===== src/rtl/sin_phase_gen.sv =====
// Phase-accumulator address generator feeding the sin_table ROM.
// Produces a registered address/read strobe with burst, stop and double-buffered tuning control.
module sin_phase_gen #(
    parameter int unsigned ACC_W  = 16,
    parameter int unsigned ADDR_W = 8,
    parameter int unsigned PER_W  = 8
) (
    input  logic              clk,
    input  logic              rst,
    input  logic              start,
    input  logic              stop,
    input  logic              fcw_wr,
    input  logic [ACC_W-1:0]  fcw_in,
    input  logic [ADDR_W-1:0] phase_off,
    input  logic [PER_W-1:0]  num_periods,
    output logic [ADDR_W-1:0] addr,
    output logic              rd,
    output logic              sample_valid,
    output logic              wrap,
    output logic [PER_W-1:0]  period_cnt,
    output logic              busy,
    output logic              done
);

    typedef enum logic [1:0] {
        S_IDLE,
        S_RUN,
        S_DRAIN
    } state_t;

    state_t            state_q;
    logic [ACC_W-1:0]  acc_q;
    logic [ACC_W-1:0]  fcw_shadow_q;
    logic [ACC_W-1:0]  fcw_active_q;
    logic [PER_W-1:0]  burst_len_q;
    logic [ADDR_W-1:0] addr_q;
    logic              rd_q;
    logic              sample_valid_q;
    logic              wrap_q;
    logic [PER_W-1:0]  period_cnt_q;
    logic              busy_q;
    logic              done_q;

    logic [ACC_W:0]    acc_sum_c;
    logic [ACC_W-1:0]  acc_d;
    logic              carry_c;
    logic [ADDR_W-1:0] addr_d;
    logic [PER_W:0]    cnt_inc_c;
    logic [PER_W-1:0]  period_cnt_d;
    logic              burst_end_c;

    // Next accumulator, table address and saturating period count for the RUN state.
    always_comb begin
        acc_sum_c    = {1'b0, acc_q} + {1'b0, fcw_active_q};
        acc_d        = acc_sum_c[ACC_W-1:0];
        carry_c      = acc_sum_c[ACC_W];
        addr_d       = acc_d[ACC_W-1 -: ADDR_W] + phase_off;
        cnt_inc_c    = {1'b0, period_cnt_q} + (PER_W+1)'(1);
        period_cnt_d = (&period_cnt_q) ? period_cnt_q : cnt_inc_c[PER_W-1:0];
        burst_end_c  = carry_c && (burst_len_q != '0) && (cnt_inc_c == {1'b0, burst_len_q});
    end

    always_ff @(posedge clk or posedge rst) begin
        if (rst) begin
            state_q        <= S_IDLE;
            acc_q          <= '0;
            fcw_shadow_q   <= ACC_W'(1);
            fcw_active_q   <= ACC_W'(1);
            burst_len_q    <= '0;
            addr_q         <= '0;
            rd_q           <= 1'b0;
            sample_valid_q <= 1'b0;
            wrap_q         <= 1'b0;
            period_cnt_q   <= '0;
            busy_q         <= 1'b0;
            done_q         <= 1'b0;
        end else begin
            sample_valid_q <= rd_q;
            done_q         <= 1'b0;
            wrap_q         <= 1'b0;
            if (fcw_wr) begin
                fcw_shadow_q <= fcw_in;
            end

            case (state_q)
                S_IDLE: begin
                    rd_q <= 1'b0;
                    if (fcw_wr) begin
                        fcw_active_q <= fcw_in;
                    end
                    if (start) begin
                        acc_q        <= '0;
                        addr_q       <= phase_off;
                        rd_q         <= 1'b1;
                        period_cnt_q <= '0;
                        burst_len_q  <= num_periods;
                        busy_q       <= 1'b1;
                        state_q      <= S_RUN;
                    end
                end

                S_RUN: begin
                    if (stop) begin
                        // stop wins over a coincident carry: nothing advances
                        rd_q    <= 1'b0;
                        state_q <= S_DRAIN;
                    end else begin
                        acc_q  <= acc_d;
                        wrap_q <= carry_c;
                        if (carry_c) begin
                            period_cnt_q <= period_cnt_d;
                            fcw_active_q <= fcw_shadow_q;
                        end
                        if (burst_end_c) begin
                            rd_q    <= 1'b0;
                            state_q <= S_DRAIN;
                        end else begin
                            addr_q <= addr_d;
                            rd_q   <= 1'b1;
                        end
                    end
                end

                S_DRAIN: begin
                    rd_q    <= 1'b0;
                    done_q  <= 1'b1;
                    busy_q  <= 1'b0;
                    state_q <= S_IDLE;
                end

                default: begin
                    rd_q    <= 1'b0;
                    busy_q  <= 1'b0;
                    state_q <= S_IDLE;
                end
            endcase
        end
    end

    assign addr         = addr_q;
    assign rd           = rd_q;
    assign sample_valid = sample_valid_q;
    assign wrap         = wrap_q;
    assign period_cnt   = period_cnt_q;
    assign busy         = busy_q;
    assign done         = done_q;

endmodule


===== config.mk =====
export PLATFORM = sky130hd
export DESIGN_NAME = sin_phase_gen
export DESIGN_NICKNAME = d
export VERILOG_FILES = /design/src/rtl/sin_phase_gen.sv
export SDC_FILE = /design/constraint.sdc
export NUM_CORES = 1
export LEC_CHECK = 0
export CORE_MARGIN = 2
export CORE_UTILIZATION = 45
export CTS_BUF_LIST = sky130_fd_sc_hd__clkbuf_8
export CTS_CLUSTER_SIZE = 40
export DETAILED_ROUTE_END_ITERATION = 6
export HOLD_SLACK_MARGIN = 0.08
export PLACE_DENSITY = 0.79
export SYNTH_ARGS = -nofsm -noshare
export SYNTH_HDL_FRONTEND = slang
export SYNTH_SLANG_ARGS = --single-unit

===== constraint.sdc =====
create_clock -name clk -period 4.1 [get_ports clk]
set_input_delay 0.41 -clock clk [delete_from_list [all_inputs] [get_ports clk]]
set_output_delay 0.41 -clock clk [all_outputs]
set_load 0.02 [all_outputs]

==> impl_metrics.yaml <==
run_status:
  status: "complete, no violations"
critical_path:
  crit_family: "compound AO/OA/AOI/OAI gates"
  timing.rr.end: "addr[7]"
  crit_path_max_incr_delay_ps: 390
  cp_num_buf_inv: 0
  path_max_fanout: 4
  crit_path_cell_trace: "ha_1 > o21ai_1 > o21ai_2 > a21o_1 > a21o_1 > a21o_1 > a21oi_2 > xnor2_2 > ha_1 > or2_2 > a21oi_1 > a21oi_2 > xnor2_1 > or3_1 > a21oi_2 > xor2_1 > mux2_4"
  critical_path_required_ps: 4340
  cp-startpoint: "acc_q[2]"
  cp_data_arrival_time_ps: 4170
  reg2reg_depth: 17
  critical_path_class: "reg2reg"
  endpoint_kind: "flip-flop"
  worst-r2r-setup-slack_ps: 170
  start_kind: "flip-flop"
  cpMaxStageDelayCell: "dfrtp_1"
  r2r-start: "acc_q[2]"
timing:
  finClkSkew_ps: 7.39
  timing.hold.ws_ps: 383
  max_slew_margin_pct: 30.2
  slew_violations: 0
  setup_tns_ps: 0
  tightest_slew_ps: 1050
  hold_viol_final: 0
  period_needed_ps: 3930
  fmax_ghz: 0.254
  finalSetupViolCount: 0
  period_share_pct: 95.9
route:
  drc: 0
  antenna_left: 0
  routed_wl_um: 9650
  routedWlPerCell_um: 15.4
  drt_iter0_markers: 207
  first_pass_iters: 4
  vias_per_cell: 5.48
  via_count: 3424
logic_synthesis:
  ys_types: 44
  postSynthCellCount: 424
  synth_nets: 489
  synth_ff_type: "dfrtp_1"
  yosysTopAreaCell: "dfrtp_1"
  synthTopCellsByArea: "dfrtp_1 43%, ha_1 7.3%, mux2_2 6.6%"
  seq_area_frac_synth_pct: 44.5
  synth_warnings: 0
  synth_area_um2: 4450
  ys_ff_latch: 79
  avgSynthCellArea_um2: 10.5
  synth_edf_count: 0
  async_flop_share_pct: 100
  synth_top_area_share_pct: 43.3
final_layout:
  drive_gt1_share_pct: 18.5
  fillers: 816
  seq_area_um2: 1980
  multi_input_area_um2: 2460
  nets: 552
  post-route-util_pct: 56.6
  synthToLayoutAreaGrowth_pct: 23.2
  fin_area_um2: 5480
  antenna_cells: 0
  fin_cells: 625
worst_hold_path:
  hold_depth: 0
  hp-class: "reg2reg"
  hold_start: "rd"
  hold_end: "sample_valid"
power:
  p_sw_mw: 1.72
  leakagePower_nw: 2.45
  combinationalPowerShare_pct: 57.4
  peakVddDrop_mv: 0.302
  pwr-share-seq_pct: 29.5
  p_int_mw: 2.45
  clkPwrFrac_pct: 13.1
  swShare_pct: 41.3
  powerDensity_nw_per_um2: 760
clocking:
  cts_root_buf: "clkbuf_8"
  cts_htree_levels: 3
  insertion_delay_ps: 350
  clkSinkCount: 79
  clk_pin_slew_worst_paths_ps: 90
  cts_tree: "built"
  cts_buffers: 9
  clock_path_buffers: 2
global_route:
  grt_overflow: 0
  grt_use_total_pct: 19.4
  grt_pass1_wl_um: 16100
  grtUsageMet3_pct: 3.43
  antenna_found_initial: 0
  use_met2_pct: 29.9
  grt.met1_usage_pct: 26.2
  grt_pass1_vias: 3387
  grt_max_degree: 53
  busiest_layer: "met2"
floorplanning:
  dieArea_um2: 10700
  die_w_um: 103
  num_rows: 36
  start_util_pct: 45.9
  io_pins: 58
  die_y_um: 103
  core_area_um2: 9680
placed_design:
  place.gp.congestion: 0.882
  numPlacedInstances: 607
  hpwl_um: 7040
  io_buffers: 57
  placed_area_um2: 5190
run:
  cap_violations: 0
[layout make-up]
class	count	share of cell area, %
well taps	133	3.04
multi-input cells	320	45.0
clock inverters	6	0.776
inverters	8	0.548
clock buffers	10	2.51
repair buffers	69	12.1
flip-flops and latches	79	36.1
[kinds of logic (layout without fill, tap and decap cells)]
family / after synthesis / in the layout / share of synthesized area, %
adders and majority gates: 28 / 28 / 8.21
and+or+nand+nor: 98 / 98 / 9.96
xor gates and xnor gates: 27 / 27 / 5.32
AOI/OAI and AO/OA: 116 / 116 / 16.6
muxes: 51 / 51 / 13.1
buffers and inverters: 25 / 93 / 2.33
DFF: 79 / 79 / 44.5
[cell usage after synthesis, types with 2 or more instances]
master,n
a211o_1,2
a211oi_1,5
a21o_1,6
a21oi_1,21
a22o_1,9
a31oi_1,5
and3_1,5
buf_1,3
buf_2,2
clkbuf_1,11
dfrtp_1,77
dfstp_2,2
fa_1,2
ha_1,26
inv_1,8
mux2_2,26
mux2_4,8
mux2i_1,17
nand2_1,44
nand2b_1,7
nand3_1,6
nor2_1,19
nor2b_1,2
nor3_1,7
o21ai_0,48
o21bai_1,5
o31ai_1,5
or2_2,3
or3_1,3
xnor2_1,13
xor2_1,14
[placed cells by master (no fill, tap or decap), types with 7 or more instances in the layout]
| master | count |
|---|---|
| a21oi_1 | 14 |
| a21oi_2 | 7 |
| a22o_1 | 9 |
| buf_4 | 12 |
| clkbuf_8 | 10 |
| clkdlybuf4s50_1 | 57 |
| dfrtp_1 | 77 |
| ha_1 | 23 |
| inv_1 | 7 |
| mux2_2 | 26 |
| mux2_4 | 8 |
| mux2i_1 | 17 |
| nand2_1 | 44 |
| nor2_1 | 19 |
| nor3_1 | 7 |
| o21ai_0 | 44 |
| xnor2_1 | 12 |
| xor2_1 | 13 |
[through the flow]
step                      worst slack [ps]  power (mW)
after floorplan                        244        2.85
after global routing                 -17.2        4.51
after detailed placement             -21.0        3.43
after CTS                             20.2        4.01
after global placement                81.5        3.34
final                                  168        4.17
[layer usage]
layer	wire, um	part of all wire, %
met1	4350	45
met2	4580	47
met3	404	4.2
met4	313	3.2
met5	0	0
[how the worst max path moves through the flow]
stage	to	slack (ps)	depth (start not counted)
2_1_floorplan	addr[7]	240	17
3_3_place_gp	addr[7]	80	17
3_5_place_dp	addr[7]	-20	17
4_1_cts	addr[7]	20	17
5_1_grt	addr[7]	-20	18
6_report	addr[7]	170	17
[repair_timing]
action / 4_1_cts / 5_1_grt
endpoints found under the setup margin: 1 / 2
pin swaps: 0 / 9
hold endpoints to repair: 0 / 0
buffers inserted: 0 / 2
cloned: 0 / 0
resized for setup: 2 / 22
hold buffers: 0 / 0
[power groups by stage]
stage | Sequential [mW] | Combinational, mW | Clock, mW
6_report | 1.23 | 2.39 | 0.545
5_1_grt | 1.26 | 2.66 | 0.586
4_1_cts | 1.23 | 2.22 | 0.559
3_5_place_dp | 1.24 | 2.19 | 0
3_3_place_gp | 1.23 | 2.11 | 0
2_1_floorplan | 1.26 | 1.59 | 0
[state kept, by name (all words and copies together) (netlist names)]
signal and cells:
fcw_shadow_q 16, sample_valid 1, period_cnt 8, wrap 1, state_q 2, busy 1
burst_len_q 8, acc_q 16, addr 8, fcw_active_q 16, done 1, rd 1
Power figures use the tool's default switching activity.
